==> src/rtl/max7219_rx.sv <==
// MAX7219 serial responder: synchronises sclk/din/load into clki, assembles 16-bit
// frames and maintains the chip's register map with a one-cycle write strobe.
module max7219_rx #(
  parameter int SYNC_STAGES = 2
) (
  input  logic        clki,
  input  logic        reset,
  input  logic        sclk,
  input  logic        din,
  input  logic        load,
  output logic        dout,
  output logic        wr,
  output logic [3:0]  wr_addr,
  output logic [7:0]  wr_data,
  output logic        frame_err,
  output logic [63:0] digits,
  output logic [7:0]  decode_mode,
  output logic [3:0]  intensity,
  output logic [2:0]  scan_limit,
  output logic        shutdown_n,
  output logic        display_test
);

  localparam int SYNC_N = (SYNC_STAGES < 2) ? 2 : SYNC_STAGES;

  logic [SYNC_N-1:0] sclk_sync_q, sclk_sync_d;
  logic [SYNC_N-1:0] din_sync_q, din_sync_d;
  logic [SYNC_N-1:0] load_sync_q, load_sync_d;
  logic              sclk_prev_q, sclk_prev_d;
  logic              load_prev_q, load_prev_d;
  logic [15:0]       shreg_q, shreg_d;
  logic [4:0]        cnt_q, cnt_d;
  logic              dout_q, dout_d;
  logic              wr_q, wr_d;
  logic [3:0]        wr_addr_q, wr_addr_d;
  logic [7:0]        wr_data_q, wr_data_d;
  logic              frame_err_q, frame_err_d;
  logic [63:0]       digits_q, digits_d;
  logic [7:0]        decode_mode_q, decode_mode_d;
  logic [3:0]        intensity_q, intensity_d;
  logic [2:0]        scan_limit_q, scan_limit_d;
  logic              shutdown_n_q, shutdown_n_d;
  logic              display_test_q, display_test_d;

  logic sclk_s, din_s, load_s;
  logic sclk_rise, sclk_fall, load_rise;

  assign sclk_s    = sclk_sync_q[SYNC_N-1];
  assign din_s     = din_sync_q[SYNC_N-1];
  assign load_s    = load_sync_q[SYNC_N-1];
  assign sclk_rise = sclk_s & ~sclk_prev_q;
  assign sclk_fall = ~sclk_s & sclk_prev_q;
  assign load_rise = load_s & ~load_prev_q;

  always_comb begin
    sclk_sync_d    = {sclk_sync_q[SYNC_N-2:0], sclk};
    din_sync_d     = {din_sync_q[SYNC_N-2:0], din};
    load_sync_d    = {load_sync_q[SYNC_N-2:0], load};
    sclk_prev_d    = sclk_s;
    load_prev_d    = load_s;
    shreg_d        = shreg_q;
    cnt_d          = cnt_q;
    dout_d         = dout_q;
    wr_d           = 1'b0;
    frame_err_d    = 1'b0;
    wr_addr_d      = wr_addr_q;
    wr_data_d      = wr_data_q;
    digits_d       = digits_q;
    decode_mode_d  = decode_mode_q;
    intensity_d    = intensity_q;
    scan_limit_d   = scan_limit_q;
    shutdown_n_d   = shutdown_n_q;
    display_test_d = display_test_q;

    if (sclk_rise) begin
      shreg_d = {shreg_q[14:0], din_s};
      cnt_d   = (cnt_q == 5'd16) ? 5'd16 : cnt_q + 5'd1;
    end
    if (sclk_fall) begin
      dout_d = shreg_q[15];
    end

    // Commit sees the post-shift shreg/count so a coincident sclk rise is included.
    if (load_rise) begin
      if (cnt_d >= 5'd16) begin
        wr_d      = 1'b1;
        wr_addr_d = shreg_d[11:8];
        wr_data_d = shreg_d[7:0];
        case (shreg_d[11:8])
          4'h9:    decode_mode_d  = shreg_d[7:0];
          4'hA:    intensity_d    = shreg_d[3:0];
          4'hB:    scan_limit_d   = shreg_d[2:0];
          4'hC:    shutdown_n_d   = shreg_d[0];
          4'hF:    display_test_d = shreg_d[0];
          default: begin
            for (int n = 1; n <= 8; n++) begin
              if (shreg_d[11:8] == 4'(n)) digits_d[8*n-8 +: 8] = shreg_d[7:0];
            end
          end
        endcase
      end else begin
        frame_err_d = 1'b1;
      end
      cnt_d = 5'd0;
    end
  end

  always_ff @(posedge clki or negedge reset) begin
    if (!reset) begin
      sclk_sync_q    <= '0;
      din_sync_q     <= '0;
      load_sync_q    <= '0;
      sclk_prev_q    <= 1'b0;
      load_prev_q    <= 1'b0;
      shreg_q        <= '0;
      cnt_q          <= '0;
      dout_q         <= 1'b0;
      wr_q           <= 1'b0;
      wr_addr_q      <= '0;
      wr_data_q      <= '0;
      frame_err_q    <= 1'b0;
      digits_q       <= '0;
      decode_mode_q  <= '0;
      intensity_q    <= '0;
      scan_limit_q   <= '0;
      shutdown_n_q   <= 1'b0;
      display_test_q <= 1'b0;
    end else begin
      sclk_sync_q    <= sclk_sync_d;
      din_sync_q     <= din_sync_d;
      load_sync_q    <= load_sync_d;
      sclk_prev_q    <= sclk_prev_d;
      load_prev_q    <= load_prev_d;
      shreg_q        <= shreg_d;
      cnt_q          <= cnt_d;
      dout_q         <= dout_d;
      wr_q           <= wr_d;
      wr_addr_q      <= wr_addr_d;
      wr_data_q      <= wr_data_d;
      frame_err_q    <= frame_err_d;
      digits_q       <= digits_d;
      decode_mode_q  <= decode_mode_d;
      intensity_q    <= intensity_d;
      scan_limit_q   <= scan_limit_d;
      shutdown_n_q   <= shutdown_n_d;
      display_test_q <= display_test_d;
    end
  end

  assign dout         = dout_q;
  assign wr           = wr_q;
  assign wr_addr      = wr_addr_q;
  assign wr_data      = wr_data_q;
  assign frame_err    = frame_err_q;
  assign digits       = digits_q;
  assign decode_mode  = decode_mode_q;
  assign intensity    = intensity_q;
  assign scan_limit   = scan_limit_q;
  assign shutdown_n   = shutdown_n_q;
  assign display_test = display_test_q;

endmodule

==> config.mk <==
export PLATFORM = sky130hd
export DESIGN_NAME = max7219_rx
export DESIGN_NICKNAME = d
export VERILOG_FILES = /design/src/rtl/max7219_rx.sv
export SDC_FILE = /design/constraint.sdc
export NUM_CORES = 1
export LEC_CHECK = 0
export ABC_AREA = 1
export BUFFER_PORTS_ARGS = -buffer_cell sky130_fd_sc_hd__buf_2
export CAP_MARGIN = 25
export CORE_UTILIZATION = 59
export DETAILED_ROUTE_END_ITERATION = 7
export GPL_ROUTABILITY_DRIVEN = 1
export PLACE_DENSITY_LB_ADDON = 0.3
export SETUP_SLACK_MARGIN = 0.1
export SLEW_MARGIN = 10
export SYNTH_ARGS = -nofsm -noshare
export SYNTH_HDL_FRONTEND = slang
export SYNTH_SLANG_ARGS = --single-unit
export TNS_END_PERCENT = 10
==> constraint.sdc <==
create_clock -name clki -period 4.8 [get_ports clki]
set_input_delay 0.96 -clock clki [delete_from_list [all_inputs] [get_ports clki]]
set_output_delay 0.96 -clock clki [all_outputs]
set_load 0.005 [all_outputs]
# Word level (Yosys, flattened, before mapping)
# Cells that the tools add are included.
[word_totals]
register_bits = 125
latch_bits = 0
ramBits = 0
romBits = 0
inputBits = 5
out_inout_bits = 96
word_cells = 72
n_memories = 0
[op_classes]
n_addsub = 1
multipliers = 0
div = 0
order_cmp = 1
eq_ne = 14
n_shift = 0
muxes = 8
bitwise = 7
reduce_logical = 15
[ops]
columns = ["op", "count"]
rows = [
  ["$reduce_and A4 Y1", 8],
  ["$eq A4 B4 Y1 const B", 6],
  ["$eq A4 B3 Y1 const B", 4],
  ["$mux W5", 3],
  ["$reduce_and A3 Y1", 5],
  ["$mux W12", 1],
  ["$eq A4 B2 Y1 const B", 2],
  ["$add A5 B1 Y5 const B", 1],
  ["$eq A5 B5 Y1 const B", 1],
  ["$ge A5 B5 Y1 const B", 1],
  ["$reduce_or A5 Y1", 1],
  ["$eq A4 B1 Y1 const B", 1],
  ["$mux W1", 4],
  ["$not A1 Y1", 4],
  ["$and A1 B1 Y1", 3],
  ["$reduce_and A2 Y1", 1],
]

# Depth between registers and ports, before layout
# Gate-level depths: netlist of run 1.
[depth]
ltp_word = 7
depth_mapped = 12

# Worst setup path before layout of run 1
# OpenSTA, ideal clock, no wires.
[synth_timing]
path_type = "register to register"
startpoint = "register cnt_q[0]"
endpoint = "register decode_mode_q[5], in the netlist decode_mode[5]"
t_arrival_ns = 1.612
required_ns = 4.678
slack_ns = 3.066
path_stages_with_launch = 11
path_buffers = 1
cell_sequence = "dfrtp_1 -> ha_1 -> nand3_1 -> nand2_1 -> nand3_1 -> nand2_4 -> nor2_1 -> nand3_1 -> buf_2 -> nand2_1 -> o21ai_1"
[synth_via]
elab_chain_cells = 5
word_cells_on_any_way = 6
classes_between = "add/sub: 1; order compare: 1; eq/ne: 1; mux: 2; reduce/logical: 1"
[synth_lines]
columns = ["element", "line_no", "rtl"]
rows = [
  ["start: declaration", "32", "logic [4:0] cnt_q, cnt_d;"],
  ["start signal: assignment", "135", "cnt_q <= cnt_d;"],
  ["$add A5 B1 Y5 / $eq A5 B5 Y1 (equally long branches)", "77", "cnt_d = (cnt_q == 5'd16) ? 5'd16 : cnt_q + 5'd1;"],
  ["$mux W5", "77", ""],
  ["$mux W5 (*)", "75", "if (sclk_rise) begin"],
  ["$ge A5 B5 Y1 (*)", "85", "if (cnt_d >= 5'd16) begin"],
  ["$reduce_and A3 Y1 (no source line) (*)", "-", ""],
  ["end signal: assignment", "142", "decode_mode_q <= decode_mode_d;"],
  ["end: declaration", "39", "logic [7:0] decode_mode_q, decode_mode_d;"],
]
# Mark *: on every way between the ends. The rest lies on a longest branch, timed or not.
# A chain may end at the register's enable or synchronous reset.

# Worst setup path after layout of run 1
[layout_timing]
startpoint = "register sclk_sync_q[1]"
endpoint = "register decode_mode_q[5], in the netlist decode_mode[5]"
[layout_via]
elab_chain_cells = 4
word_cells_on_any_way = 6
classes_between = "order compare: 1; eq/ne: 1; mux: 2; bitwise: 1; reduce/logical: 1"
[layout_lines]
columns = ["element", "line_no", "rtl"]
rows = [
  ["start: declaration", "26", "logic [SYNC_N-1:0] sclk_sync_q, sclk_sync_d;"],
  ["start signal: assignment", "129", "sclk_sync_q <= sclk_sync_d;"],
  ["$and A1 B1 Y1 (*)", "51", "assign sclk_rise = sclk_s & ~sclk_prev_q;"],
  ["$mux W5 / $mux W12 (equally long branches)", "75", ""],
  ["$ge A5 B5 Y1 / $eq A4 B4 Y1 (equally long branches)", "85, 89", ""],
  ["$reduce_and A3 Y1 (no source line)", "-", ""],
]
# Marks and branches as above.

==> results of run 1 <==
## per-stage QoR
step | setup WS [ps] | total power, mW | util [%] | hold slack, ps
final | 2174 | 3.045 | 75.83 | 345.9
after global routing | 1983 | 3.186 | 75.83 | 354.3
after CTS | 1449 | 3.053 | 75.65 | 347.5
after detailed placement | 1559 | 1.854 | 69.07 | 334.7
after global placement | 1759 | 1.827 | 68.74 | 332.7
after floorplan | 3066 | 1.604 | - | 331.2
## layout by cell type, fill, tap and decap left out, drive strengths merged
cell      count
a21oi        16
and2          7
buf         104
bufinv        2
clkbuf       18
clkinv       14
clkinvlp      4
dfrtp       125
ha            2
inv          13
nand2       209
nand3        86
nand4         2
nor2         38
o21a          1
o21ai        22
o31ai         1
xor2          2
## synth_stat cells, drive strengths merged
master	count
a21oi	16
and2	7
buf	13
clkbuf	3
clkinv	8
dfrtp	125
ha	2
inv	13
nand2	209
nand3	86
nand4	2
nor2	38
o21a	1
o21ai	22
o31ai	1
xor2	2
## report_power, final
| group | switching (mW) | internal (mW) |
|---|---|---|
| combinational | 0.356 | 0.192 |
| sequential | 0.0931 | 1.21 |
| clock | 0.453 | 0.740 |
## final timing paths
kind	startpoint	end	slack [ps]	cells after the start
setup / recovery	sclk_sync_q[1]$_DFF_PN0_	decode_mode[5]$_DFFE_PN0P_	2170	8
hold / removal	sclk_sync_q[0]$_DFF_PN0_	sclk_sync_q[1]$_DFF_PN0_	350	0
setup reg to reg	sclk_sync_q[1]$_DFF_PN0_	decode_mode[5]$_DFFE_PN0P_	2170	8
hold reg to reg	sclk_sync_q[0]$_DFF_PN0_	sclk_sync_q[1]$_DFF_PN0_	350	0
max in group asynchronous	reset	digits[27]$_DFFE_PN0P_	3380	2
min in group asynchronous	reset	scan_limit[1]$_DFFE_PN0P_	440	1
## metal layers
layer,track usage [%],wire length (um),vias to the layer above
met2,48.69,6170,220
met4,15.67,289,0
met1,40.12,5142,2016
met5,0,0,-
li1,-,-,1987
met3,5.924,1106,38
## sequential cells by signal (all words and copies together), names as in the netlist, 3 cells and up
signal	flops
decode_mode	8
digits	64
shreg_q	16
intensity	4
wr_addr	4
cnt_q	5
scan_limit	3
wr_data	8
## cells by family (layout without fill, tap and decap cells)
logic type / Yosys count / after routing / synth area share, %
and+or+nand+nor: 342 / 342 / 31.61
DFF: 125 / 125 / 60.14
AOI/OAI and AO/OA: 40 / 40 / 4.162
buffers and inverters: 37 / 155 / 3.272
adders and majority gates: 2 / 2 / 0.4810
xor gates and xnor gates: 2 / 2 / 0.3368
## critical path, stage by stage, from the launching register on
cell     delay, ps
dfrtp_1        530
nand2_4        320
inv_2          200
nand3_1        190
nand2_4        140
nor2_2         280
nand3_1        500
nand2_1        210
o21ai_1         90
## cell type report
| type | count | area (um^2) | share of cell area (%) |
|---|---|---|---|
| flip-flops and latches | 125 | 3128 | 49.21 |
| multi-input cells | 386 | 1906 | 29.98 |
| repair buffers | 104 | 560.5 | 8.819 |
| clock buffers | 18 | 427.9 | 6.732 |
| well taps | 105 | 131.4 | 2.067 |
| clock inverters | 12 | 123.9 | 1.949 |
| inverters | 21 | 78.83 | 1.240 |
==> qor.log, run 1 <==
qor: global_route.antenna_found_initial 0
qor: routing.remaining_drc_errors 0
qor: layout.final_layout_size_suffix_gt1_share 26.28%
qor: sta.maxClockFrequency 380.8 MHz
qor: layout.num_antenna_cells 0
qor: clocking.clock_tree.buffer_depth 2
qor: placed_design.place.port_buffers 100
qor: placed_design.hpwl 8178 um
qor: synthesis.synth.yosys.seq_area_share 60.14%
qor: worst_setup_path.cp-start-kind flop
qor: global_route.track_usage 30.57%
qor: synthesis.syn-mean-instance-area 9.491 um^2
qor: floorplanning.core_region_area 8382 um^2
qor: floorplanning.io_count 101
qor: worst_setup_path.critPathRequiredTime 5170 ps
qor: job.max_cap_check_violation_count 0
qor: power.static-leakage-power 3.414 nW
qor: min_path.timing.hold.worst.class flop to flop
qor: synthesis.yosysUniqueCellTypes 27
qor: placed_design.post_dp_cell_area 5789 um^2
qor: sta.setup_skew 5.800 ps
qor: clocking.cts_made_buffers 17
qor: outcome.outcome finished clean
qor: worst_setup_path.worstSetupPathType flop to flop
qor: sta.period_needed 2626 ps
qor: worst_setup_path.worst_setup_path_end_kind flop
qor: global_route.grt_start_max_net_pins 49
qor: power.irDropWorstVdd 0.0002756 V
qor: worst_setup_path.max_fanout_on_critical_path 25
qor: global_route.grt_pass1_vias 4133
qor: placed_design.finalWeightedCongestion 0.8487
qor: synthesis.ys_seq_elements 125
qor: layout.finish.instance_area 6356 um^2
qor: clocking.cts_resized 0
qor: routing.antenna_violating_nets_post_route 0
qor: synthesis.netlist_instances 548
qor: sta.max_slew.worst_pin.slew 708.6 ps
qor: synthesis.synth_top_area_share 60.14%
qor: floorplanning.floorplan.die_area 9195 um^2
qor: routing.route.final.wire_length 12710 um
qor: floorplanning.dieWidth 95.89 um
qor: clocking.cts.sinks 125
qor: clocking.worst_skew_pair.late_latency 520 ps
qor: routing.drt_pre_antenna_iters 6
qor: power.cell_area_power_density 479.1 nW/um^2
qor: synthesis.yosysWarnings 0
qor: placed_design.dp_cells 740
qor: clocking.clock_tree.htree_level_count 4
qor: layout.final_cell_count_without_fillers 771
qor: floorplanning.floorplan.initialDensity 62.05%
qor: clocking.clock_pin_slew_worst_setup_and_hold_paths 60 ps
qor: layout.num-nets-final 662
qor: sta.finalHoldViolCount 0
qor: global_route.grt.overflow.total 0
qor: synthesis.synth.net_count 555
qor: sta.worst_max_slew_margin_expressed_relative_to_the_limit 52.65%
qor: sta.finalSetupTns 0 ps
qor: floorplanning.die_y 95.89 um
qor: clocking.post_cts.repair.setup_buffers 0
qor: routing.num_vias 4261
qor: synthesis.synthesis.area 5201 um^2
qor: sta.post-route-period-util 54.71%
qor: routing.post_detailed_route_wirelength_per_cell 16.48 um
qor: clocking.cts_tree done
qor: synthesis.synth.largest_area_cell dfrtp_1
qor: routing.via_density 5.527
qor: layout.area.growth.synth_to_final 22.20%
qor: sta.unrepaired_setup_endpoints_after_global_routing no
qor: sta.finalMaxSlewViolations 0
qor: worst_setup_path.crit_arrival 3000 ps
qor: sta.final-setup-viol-count 0
qor: global_route.wire_length_of_the_first_global_routing_pass 20390 um
qor: layout.layout.filler_cells 585
qor: clocking.cts_hold_buf 0
qor: synthesis.synth.area.top_cells dfrtp_1, nand2_1, nand3_1
qor: routing.drt-initial-drc-count 415
qor: floorplanning.fp-row-count 33
qor: clocking.clk_root_buffer_cell clkbuf_8
(Power assumes the default switching activity.)
==> inputs of run 2 (changes only) <==
Settings changed: CORE_UTILIZATION 59 to 50.
Clock period 4.8 ns to 2.4 ns, I/O delays scaled along.
==> qor.log, run 2 (same netlist as run 1, synthesis figures left out) <==
qor: sta.maxClockFrequency 461.4 MHz
qor: layout.num_antenna_cells 0
qor: clocking.cts_made_buffers 17
qor: floorplanning.core_region_area 9910 um^2
qor: global_route.grt_pass1_vias 4159
qor: placed_design.place.port_buffers 100
qor: power.cell_area_power_density 943.1 nW/um^2
qor: routing.wl_met3 939 um
qor: layout.largest_reg_flops 64
qor: clocking.clock_tree.htree_level_count 4
qor: worst_setup_path.critPathRequiredTime 2810 ps
qor: routing.dr_wl_met2 6226 um
qor: routing.route.final.wire_length 12900 um
qor: floorplanning.floorplan.initialDensity 52.49%
qor: worst_setup_path.cp-start-kind flop
qor: sta.finalSetupTns 0 ps
qor: floorplanning.fp-row-count 36
qor: sta.post-route-period-util 90.30%
qor: sta.period_needed 2167 ps
qor: job.max_cap_check_violation_count 0
qor: placed_design.hpwl 8561 um
qor: layout.final_layout_size_suffix_gt1_share 27.86%
qor: placed_design.dp_slack -30.96 ps
qor: routing.via_density 5.239
qor: sta.setup_skew 10.01 ps
qor: global_route.grt_start_max_net_pins 44
qor: worst_setup_path.crit_arrival 2570 ps
qor: clocking.clk_root_buffer_cell clkbuf_8
qor: layout.num-nets-final 680
qor: sta.finalMaxSlewViolations 0
qor: worst_setup_path.critical_path.top_delay_family buffers and inverters
qor: sta.max_slew.worst_pin.slew 617.1 ps
qor: global_route.antenna_found_initial 0
qor: worst_setup_path.worstReg2RegStart sclk_prev_q$_DFF_PN0_
qor: routing.post_detailed_route_wirelength_per_cell 15.83 um
qor: global_route.track_usage 25.44%
qor: clocking.cts.sinks 125
qor: worst_setup_path.max_fanout_on_critical_path 17
qor: clocking.clock_tree.buffer_depth 2
qor: placed_design.finalWeightedCongestion 0.8571
qor: worst_setup_path.setup.worst_path.start sclk_prev_q$_DFF_PN0_
qor: layout.area.growth.synth_to_final 26.12%
qor: layout.final_cell_mix nand2_1, dfrtp_1, buf_2
qor: worst_setup_path.worstSetupPathType flop to flop
qor: min_path.timing.hold.worst.class primary input to flop
qor: power.static-leakage-power 3.511 nW
qor: worst_setup_path.slowest_delay 420 ps
qor: routing.num_vias 4270
qor: floorplanning.io_count 101
qor: layout.layout_commonest_cell nand2_1
qor: clocking.post_cts.repair.setup_buffers 0
qor: min_path.hold_start load
qor: global_route.wire_length_of_the_first_global_routing_pass 21160 um
qor: sta.final_critical_path_setup_slack 232.7 ps
qor: routing.drt-initial-drc-count 256
qor: worst_setup_path.buffer_and_inverter_count_on_the_worst_path 4
qor: routing.top_layer_used met4
qor: sta.finalHoldViolCount 0
qor: worst_setup_path.worst_setup_path_end_kind flop
qor: routing.antenna_violating_nets_post_route 0
qor: routing.wl_met1 5410 um
qor: floorplanning.floorplan.die_area 10810 um^2
qor: clocking.clock_pin_slew_worst_setup_and_hold_paths 60 ps
qor: power.irDropWorstVdd 0.0004442 V
qor: layout.layout.filler_cells 771
qor: routing.drt_pre_antenna_iters 5
qor: layout.final_cell_count_without_fillers 815
qor: sta.worst_max_slew_margin_expressed_relative_to_the_limit 58.77%
qor: worst_setup_path.critical_path.cell_chain inv_2 > nand2_4 > buf_4 > inv_4 > o21a_1 > clkinv_1 > nand3_1 > nand2_1
qor: clocking.worst_skew_pair.late_latency 520 ps
qor: placed_design.dp_cells 786
qor: floorplanning.die_y 104.0 um
qor: routing.remaining_drc_errors 0
qor: floorplanning.dieWidth 104.0 um
qor: clocking.cts_tree done
qor: sta.unrepaired_setup_endpoints_after_global_routing yes
qor: worst_setup_path.critPathSlowestCell clkinv_1
qor: global_route.grt.overflow.total 0
qor: outcome.outcome finished clean
qor: sta.final-setup-viol-count 0
==> run 2: cell type report <==
class	count	area (um^2)	area share, %
Clock buffer	20	435.4	6.637
Timing Repair Buffer	122	708.2	10.80
Tap cell	133	166.4	2.537
Sequential cell	125	3128	47.68
Multi-Input combinational cell	386	1921	29.28
Inverter	21	81.33	1.240
Clock inverter	8	120.1	1.831
==> run 2: what timing repair did <==
| action | 4_1_cts | 5_1_grt |
|---|---|---|
| gates cloned | 0 | 0 |
| gates resized for setup | 3 | 3 |
| setup endpoints to repair | 11 | 32 |
| hold buffers | 1 | 0 |
| endpoints found under the hold margin | 39 | 0 |
==> run 2: metal layers <==
layer | global-route usage [%] | vias up
met5 | 0 | -
met4 | 10.31 | 0
met3 | 7.331 | 29
met2 | 40.90 | 169
met1 | 32.43 | 2050
li1 | - | 2022
==> run 2: final timing paths <==
| kind | to | slack [ps] | depth (start not counted) |
|---|---|---|---|
| worst max-delay path | digits[15]$_DFFE_PN0P_ | 230 | 8 |
| worst min-delay path | load_sync_q[0]$_DFF_PN0_ | 70 | 1 |
| worst max register to register | digits[15]$_DFFE_PN0P_ | 230 | 8 |
| worst min register to register | sclk_sync_q[1]$_DFF_PN0_ | 350 | 0 |
| max in group asynchronous | digits[27]$_DFFE_PN0P_ | 1200 | 3 |
| min in group asynchronous | shreg_q[12]$_DFFE_PN0P_ | 500 | 2 |
==> run 2: metrics by stage <==
stage | util [%] | power [mW] | cell area [um^2] | hold slack (ps)
detailed placement | 60.29 | 3.758 | 5974 | 336.2
global placement | 60.09 | 3.709 | 5954 | 331.7
floorplan | - | 3.207 | 5201 | 184.4
global route | 66.20 | 6.487 | 6560 | 45.97
finish | 66.20 | 6.187 | 6560 | 67.75
CTS | 66.12 | 6.223 | 6553 | 48.53
==> run 2: worst reg2reg max path, cell delays in order (launching register included) <==
cell and delay (ps):
dfrtp_1 370, inv_2 190, nand2_4 170, buf_4 220
inv_4 160, o21a_1 200, clkinv_1 420, nand3_1 250
nand2_1 80
==> run 2: power by group <==
part / total (mW) / switching, mW / internal [mW]
logic: 1.14 / 0.717 / 0.421
clock network: 2.44 / 0.864 / 1.58
registers: 2.61 / 0.184 / 2.42
total: 6.19 / 1.76 / 4.42
